==> config.mk <==
export PLATFORM = sky130hd
export DESIGN_NAME = score_keeper_flat
export DESIGN_NICKNAME = d
export VERILOG_FILES = /design/src/rtl/score_keeper_if.sv /design/src/rtl/score_keeper.sv /design/src/flat_wrapper.sv
export SDC_FILE = /design/constraint.sdc
export NUM_CORES = 1
export LEC_CHECK = 0
export BUFFER_PORTS_ARGS = -buffer_cell sky130_fd_sc_hd__buf_2
export CAP_MARGIN = 20
export CORE_AREA = 5 5 92 94
export CTS_BUF_LIST = sky130_fd_sc_hd__clkbuf_4 sky130_fd_sc_hd__clkbuf_8
export DETAILED_ROUTE_END_ITERATION = 12
export DIE_AREA = 0 0 97 99
export GPL_TIMING_DRIVEN = 0
export PLACE_DENSITY = 0.67
export SKIP_CTS_REPAIR_TIMING = 1
export SYNTH_ARGS = -nofsm -noshare
export SYNTH_HDL_FRONTEND = slang
export SYNTH_SLANG_ARGS = --single-unit
==> constraint.sdc <==
create_clock -name clk -period 2.52 [get_ports clk]
set_input_delay 0.504 -clock clk [delete_from_list [all_inputs] [get_ports clk]]
set_output_delay 0.504 -clock clk [all_outputs]
set_load 0.005 [all_outputs]
==> src/rtl/score_keeper_if.sv <==
// Goal/restart inputs and score/display outputs of the score_keeper block.
// The master drives the goal and restart levels. The slave (score_keeper) returns scores, match status and the 7-segment scan.
// This bundle has no flow control. All signals are plain levels.
interface score_keeper_if;
  logic       pl1_goal;    // level, rising edge = player 1 goal
  logic       pl2_goal;    // level, rising edge = player 2 goal
  logic       restart;     // level, rising edge = new match
  logic [7:0] pl1_score;   // BCD {tens, ones}
  logic [7:0] pl2_score;   // BCD {tens, ones}
  logic       match_over;  // high while a winner is declared
  logic [1:0] winner;      // 01 pl1, 10 pl2, 11 tie, 00 none
  logic [6:0] seg;         // {g,f,e,d,c,b,a}, active-low
  logic [3:0] an;          // digit enables, active-low
  logic       dp;          // decimal point, active-low

  modport master (
    output pl1_goal, pl2_goal, restart,
    input  pl1_score, pl2_score, match_over, winner, seg, an, dp
  );

  modport slave (
    input  pl1_goal, pl2_goal, restart,
    output pl1_score, pl2_score, match_over, winner, seg, an, dp
  );
endinterface

==> src/rtl/score_keeper.sv <==
// Purpose: match scoring with BCD scores, win detection and a 4-digit multiplexed 7-segment scan.
// Latency: an input edge updates the scores 2 clk edges after it is first sampled. The display outputs are registered and trail the digit index by one cycle.
// Backpressure: none. Events arrive as levels and are always consumed.
// Ports: clk, clr_n (async active-low) and sk (slave modport).
//   In:  pl1_goal, pl2_goal, restart.
//   Out: pl1_score, pl2_score, match_over, winner, seg, an, dp.
module score_keeper #(
  parameter int WIN_SCORE   = 7,
  parameter int REFRESH_DIV = 100000
) (
  input logic           clk,
  input logic           clr_n,
  score_keeper_if.slave sk
);

  localparam logic [7:0] WIN_BCD = {4'(WIN_SCORE / 10), 4'(WIN_SCORE % 10)};
  localparam int         RW      = (REFRESH_DIV > 1) ? $clog2(REFRESH_DIV) : 1;

  typedef enum logic {PLAY = 1'b0, OVER = 1'b1} state_t;

  // ---------------- input conditioning ----------------
  // Bit 0 = pl1_goal, bit 1 = pl2_goal, bit 2 = restart.
  logic [2:0] raw;
  logic [2:0] s1_q, s2_q, s3_q;
  logic [2:0] evt;

  assign raw = {sk.restart, sk.pl2_goal, sk.pl1_goal};

  always_ff @(posedge clk or negedge clr_n) begin
    if (!clr_n) begin
      s1_q <= '0;
      s2_q <= '0;
      s3_q <= '0;
    end else begin
      s1_q <= raw;
      s2_q <= s1_q;
      s3_q <= s2_q;
    end
  end

  // Cleared sync flops make a level that is already high at reset release count once.
  assign evt = s2_q & ~s3_q;

  // ---------------- scoring FSM ----------------
  state_t     state_q, state_d;
  logic [7:0] p1_q, p1_d, p2_q, p2_d;
  logic [1:0] winner_q, winner_d;
  logic [7:0] p1_new, p2_new;

  function automatic logic [7:0] bcd_inc(input logic [7:0] v);
    if (v[3:0] == 4'd9) return {v[7:4] + 4'd1, 4'd0};
    else                return {v[7:4], v[3:0] + 4'd1};
  endfunction

  always_ff @(posedge clk or negedge clr_n) begin
    if (!clr_n) begin
      state_q  <= PLAY;
      p1_q     <= '0;
      p2_q     <= '0;
      winner_q <= 2'b00;
    end else begin
      state_q  <= state_d;
      p1_q     <= p1_d;
      p2_q     <= p2_d;
      winner_q <= winner_d;
    end
  end

  always_comb begin
    p1_new   = evt[0] ? bcd_inc(p1_q) : p1_q;
    p2_new   = evt[1] ? bcd_inc(p2_q) : p2_q;
    state_d  = state_q;
    p1_d     = p1_q;
    p2_d     = p2_q;
    winner_d = winner_q;
    if (evt[2]) begin
      // Restart takes priority and discards any coincident goal.
      state_d  = PLAY;
      p1_d     = '0;
      p2_d     = '0;
      winner_d = 2'b00;
    end else if (state_q == PLAY) begin
      p1_d = p1_new;
      p2_d = p2_new;
      if (p1_new == WIN_BCD || p2_new == WIN_BCD) begin
        state_d  = OVER;
        winner_d = {p2_new == WIN_BCD, p1_new == WIN_BCD};
      end
    end
  end

  assign sk.pl1_score  = p1_q;
  assign sk.pl2_score  = p2_q;
  assign sk.match_over = (state_q == OVER);
  assign sk.winner     = winner_q;

  // ---------------- display scan ----------------
  logic [RW-1:0] refresh_q, refresh_d;
  logic [1:0]    idx_q, idx_d;
  logic          wrap;

  assign wrap      = (refresh_q == RW'(REFRESH_DIV - 1));
  assign refresh_d = wrap ? '0 : refresh_q + 1'b1;
  assign idx_d     = wrap ? idx_q + 2'd1 : idx_q;

  function automatic logic [6:0] seg_lut(input logic [3:0] d);
    case (d)
      4'd0:    return 7'b1000000;
      4'd1:    return 7'b1111001;
      4'd2:    return 7'b0100100;
      4'd3:    return 7'b0110000;
      4'd4:    return 7'b0011001;
      4'd5:    return 7'b0010010;
      4'd6:    return 7'b0000010;
      4'd7:    return 7'b1111000;
      4'd8:    return 7'b0000000;
      4'd9:    return 7'b0010000;
      default: return 7'h7F;
    endcase
  endfunction

  logic [6:0] seg_q, seg_d;
  logic [3:0] an_q, an_d;
  logic       dp_q, dp_d;
  logic [3:0] digit;
  logic       blank;

  always_comb begin
    an_d  = 4'b1110;
    digit = p2_q[3:0];
    blank = 1'b0;
    case (idx_q)
      2'd0: begin
        an_d  = 4'b1110;
        digit = p2_q[3:0];
      end
      2'd1: begin
        an_d  = 4'b1101;
        digit = p2_q[7:4];
        blank = (p2_q[7:4] == 4'd0);
      end
      2'd2: begin
        an_d  = 4'b1011;
        digit = p1_q[3:0];
      end
      default: begin
        an_d  = 4'b0111;
        digit = p1_q[7:4];
        blank = (p1_q[7:4] == 4'd0);
      end
    endcase
    seg_d = blank ? 7'h7F : seg_lut(digit);
    // The point marks the winner's ones digit. Both ones digits are marked on a tie.
    dp_d  = ~((state_q == OVER) &&
              ((idx_q == 2'd2 && winner_q[0]) || (idx_q == 2'd0 && winner_q[1])));
  end

  always_ff @(posedge clk or negedge clr_n) begin
    if (!clr_n) begin
      refresh_q <= '0;
      idx_q     <= 2'd0;
      seg_q     <= 7'b1000000;
      an_q      <= 4'b1110;
      dp_q      <= 1'b1;
    end else begin
      refresh_q <= refresh_d;
      idx_q     <= idx_d;
      seg_q     <= seg_d;
      an_q      <= an_d;
      dp_q      <= dp_d;
    end
  end

  assign sk.seg = seg_q;
  assign sk.an  = an_q;
  assign sk.dp  = dp_q;

endmodule

==> src/flat_wrapper.sv <==
// flat-port wrapper written by rule: the top's interface ports become plain ports
module score_keeper_flat 
#(
  parameter int WIN_SCORE   = 7,
  parameter int REFRESH_DIV = 100000
)
  (clk, clr_n, sk_pl1_goal, sk_pl2_goal, sk_restart, sk_pl1_score, sk_pl2_score, sk_match_over, sk_winner, sk_seg, sk_an, sk_dp);
  score_keeper_if sk_i ();
  input logic clk;
  input logic clr_n;
  input wire logic [$bits(sk_i.pl1_goal)-1:0] sk_pl1_goal;
  input wire logic [$bits(sk_i.pl2_goal)-1:0] sk_pl2_goal;
  input wire logic [$bits(sk_i.restart)-1:0] sk_restart;
  output wire logic [$bits(sk_i.pl1_score)-1:0] sk_pl1_score;
  output wire logic [$bits(sk_i.pl2_score)-1:0] sk_pl2_score;
  output wire logic [$bits(sk_i.match_over)-1:0] sk_match_over;
  output wire logic [$bits(sk_i.winner)-1:0] sk_winner;
  output wire logic [$bits(sk_i.seg)-1:0] sk_seg;
  output wire logic [$bits(sk_i.an)-1:0] sk_an;
  output wire logic [$bits(sk_i.dp)-1:0] sk_dp;
  assign sk_i.pl1_goal = sk_pl1_goal;
  assign sk_i.pl2_goal = sk_pl2_goal;
  assign sk_i.restart = sk_restart;
  assign sk_pl1_score = sk_i.pl1_score;
  assign sk_pl2_score = sk_i.pl2_score;
  assign sk_match_over = sk_i.match_over;
  assign sk_winner = sk_i.winner;
  assign sk_seg = sk_i.seg;
  assign sk_an = sk_i.an;
  assign sk_dp = sk_i.dp;
  score_keeper #(.WIN_SCORE(WIN_SCORE), .REFRESH_DIV(REFRESH_DIV)) u_core (.clk(clk), .clr_n(clr_n), .sk(sk_i));
endmodule
==> flow_summary_export.csv <==
group,metric,value,unit
cts,h-tree-depth,3,
final_layout,syn_to_final_growth,17.2,%
pwr,ir_drop,0.000241,V
die,ioPinCount,36,
critical_path,end_kind,"flip-flop",
synthesis,syn_inst,285,
global_route,grt.overflow.total,0,
synthesis,synth_nets,304,
synthesis,synth-seq-area-share,50.6,%
timing,period_needed,2130,ps
pwr,combPwrFrac,11.0,%
critical_path,cp.required,2730,ps
global_route,grt_usage,12.3,%
detailed_routing,routed_wl,5630,um
global_route,grt_pass1_wl,9680,um
placement,port_buffers,35,
timing,hold_ws,205,ps
pwr,power.density,595,mW/mm2
timing,slew_violations,0,
synthesis,synth_area,0.00293,mm2
final_layout,antennaDiodeCount,0,
global_route,grt_pass1_vias,2155,
cts,cts_made_buffers,9,
synthesis,synthFlopType,"dfrtp_1",
detailed_routing,postRouteAntennaNets,0,
pwr,p_leak,1.58,nW
pwr,finalPower,2.05,mW
placement,place.gp.congestion,0.805,
critical_path,cp-start-kind,"flip-flop",
timing,worst_slew_pin_slew,671,ps
critical_path,cp_max_fo,10,
worst_hold_path,worst_hold_path_type,"in2async",
timing,skew,8.44,ps
timing,setup_violations,0,
pwr,p_int,1.53,mW
synthesis,synthArstFlopShare,100,%
detailed_routing,vias,2147,
critical_path,endpoint,"u_core.sk.winner[0]",
timing,slew_headroom,55.2,%
detailed_routing,drc,0,
flow_run,drv_cap,0,
timing,hold_viol,0,
run_status,outcome,"complete, no violations",
critical_path,critPathLaunch,"u_core.sk.pl2_score[0]",
detailed_routing,viasPerCell,4.90,
pwr,seq_power_share,50.5,%
detailed_routing,wl_per_cell,12.9,um
die,initial_core_util,38.8,%
cts,clk_pin_slew_worst_paths,70,ps
die,die_w,97,um
detailed_routing,drtPass1Iterations,4,
synthesis,post_synth_num_cell_types,53,
synthesis,synth-edff-count,0,
die,row_count,32,
timing,rsz0062_at_grt,"no",
timing,fin_tns_setup,0,ps
cts,cts_tree,"done",
synthesis,syn_avg_cell_area,10.3,um2
final_layout,drive_above_1_share,20.8,%
timing,fmax,0.469,GHz
cts,clockRootBuffer,"clkbuf_8",
cts,clkLatencyLatePin,330,ps
cts,cts_num_sinks,59,
synthesis,ys_ff_latch,59,
critical_path,worstSetupPathType,"reg2reg",
die,die_h,99,um
critical_path,path_cells,"ha_1 > clkinv_1 > o311ai_2 > nand3_1 > or4_1 > a32o_1",
die,core,0.00757,mm2
placement,dpl.hpwl,4140,um
timing,finalCritPeriodShare,84.6,%
final_layout,fillers,719,
critical_path,regToRegSetupSlack,390,ps
critical_path,critPathArrivalTime,2340,ps
final_layout,fin_nets,351,
die,dieArea,0.00960,mm2
critical_path,rr_startpoint,"u_core.sk.pl2_score[0]",
critical_path,slowest_stage,"or4_1",
pwr,swShare,25.1,%
critical_path,max_stage_delay,560,ps
critical_path,rr_endpoint,"u_core.sk.winner[0]",
pwr,p_sw,0.514,mW
pwr,clockPowerShare,38.5,%
critical_path,reg2reg_depth,6,
cts,clk_path_buf_depth,2,
global_route,grt_max_degree,32,
detailed_routing,initialDrtViolationCount,101,
global_route,grt_antenna_before_repair,0,
synthesis,yosys_warnings,0,
-- cell type report --
class | instances | area [um2] | area share, %
multi-input cells | 199 | 1340 | 38.9
flip-flops and latches | 59 | 1480 | 43.1
well taps | 102 | 128 | 3.71
clock buffers | 13 | 173 | 5.02
clock inverters | 2 | 10.0 | 0.291
repair buffers | 36 | 195 | 5.68
plain buffers | 6 | 35.0 | 1.02
inverters | 21 | 78.8 | 2.29
-- power by group through the flow --
stage	sequential, mW	combinational, mW	clock [mW]
after global placement	1.05	0.222	0
after global routing	1.04	0.257	0.847
after floorplan	1.05	0.134	0
after detailed placement	1.05	0.229	0
after CTS	1.03	0.231	0.809
final	1.03	0.225	0.788
-- cell usage after synthesis (all sizes together) (5+ instances only) --
| library cell | instances | area (um2) |
|---|---|---|
| nor3 | 6 | 35.0 |
| nand2 | 28 | 105 |
| ha | 14 | 175 |
| o21ai | 13 | 65.1 |
| nand4 | 8 | 50.1 |
| inv | 18 | 67.6 |
| dfstp | 5 | 131 |
| mux2i | 5 | 57.6 |
| xor2 | 7 | 61.3 |
| xnor2 | 18 | 158 |
| nand3 | 9 | 45.0 |
| a21oi | 11 | 55.1 |
| dfrtp | 54 | 1350 |
| nor4 | 5 | 52.6 |
| nor2 | 33 | 124 |
-- cell usage in the layout, fill, tap and decap left out, drive strengths merged, types with 2 or more instances in the layout --
master / synthesis / final
a21oi: 11 / 11
a222oi: 4 / 4
a31oi: 3 / 3
and2: 3 / 3
buf: 3 / 39
clkbuf: 3 / 16
clkinv: 3 / 5
dfrtp: 54 / 54
dfstp: 5 / 5
ha: 14 / 14
inv: 18 / 18
mux2i: 5 / 5
nand2: 28 / 28
nand2b: 4 / 4
nand3: 9 / 9
nand3b: 3 / 3
nand4: 8 / 8
nor2: 33 / 33
nor2b: 3 / 3
nor3: 6 / 6
nor4: 5 / 5
o21ai: 13 / 13
o311ai: 2 / 2
or3: 3 / 3
or4b: 2 / 2
xnor2: 18 / 18
xor2: 7 / 7
-- flip-flops by register name, indices dropped and copies added (netlist names), 2 cells and up --
| name | flops |
|---|---|
| u_core.sk.pl2_score | 8 |
| u_core.s2_q | 3 |
| u_core.s3_q | 3 |
| u_core.s1_q | 3 |
| u_core.refresh_q | 17 |
| u_core.sk.pl1_score | 8 |
| u_core.sk.winner | 2 |
| u_core.idx_q | 2 |
| u_core.sk.an | 4 |
| u_core.sk.seg | 7 |
-- critical path: cells and delay by family, from the launching register on --
family,cells,cell delay (ps)
buffers and inverters,1,90
AND/OR/NAND/NOR,2,690
adder cells (fa/ha/maj),1,270
flip-flops,1,530
AO/OA/AOI/OAI,2,430
-- logic make-up (layout without fill, tap and decap cells) --
family | after synthesis | count (layout) | synth area share (%)
muxes | 6 | 6 | 2.35
buffers and inverters | 27 | 78 | 3.88
DFF | 59 | 59 | 50.6
xor gates and xnor gates | 25 | 25 | 7.47
and+or+nand+nor | 113 | 113 | 20.1
adders and majority gates | 14 | 14 | 5.97
AOI/OAI and AO/OA | 41 | 41 | 9.73
-- worst min-delay path by stage --
| stage | end | slack, ps | startpoint |
|---|---|---|---|
| final | u_core.refresh_q[14] | 210 | clr_n |
| after global routing | u_core.refresh_q[14] | 260 | clr_n |
| after CTS | u_core.refresh_q[14] | 220 | clr_n |
| after detailed placement | u_core.s2_q[0] | 330 | u_core.s1_q[0] |
| after global placement | u_core.s2_q[1] | 330 | u_core.s1_q[1] |
| after floorplan | u_core.idx_q[0] | 210 | clr_n |
-- per-stage QoR --
| step | worst slack, ps | utilization [%] | cells | area (um2) |
|---|---|---|---|---|
| floorplan | 580 | - | 285 | 2930 |
| global placement | 396 | 42.8 | 422 | 3240 |
| detailed placement | 409 | 43.0 | 423 | 3260 |
| CTS | 380 | 45.4 | 438 | 3440 |
| global route | 256 | 45.4 | 438 | 3440 |
| finish | 389 | 45.4 | 438 | 3440 |
-- layer usage --
metal | GRT usage [%] | wire, um
met1 | 15.0 | 2640
met2 | 20.1 | 2660
met3 | 3.61 | 288
met4 | 5.40 | 44
met5 | 0 | 0
(Power assumes the default switching activity.)
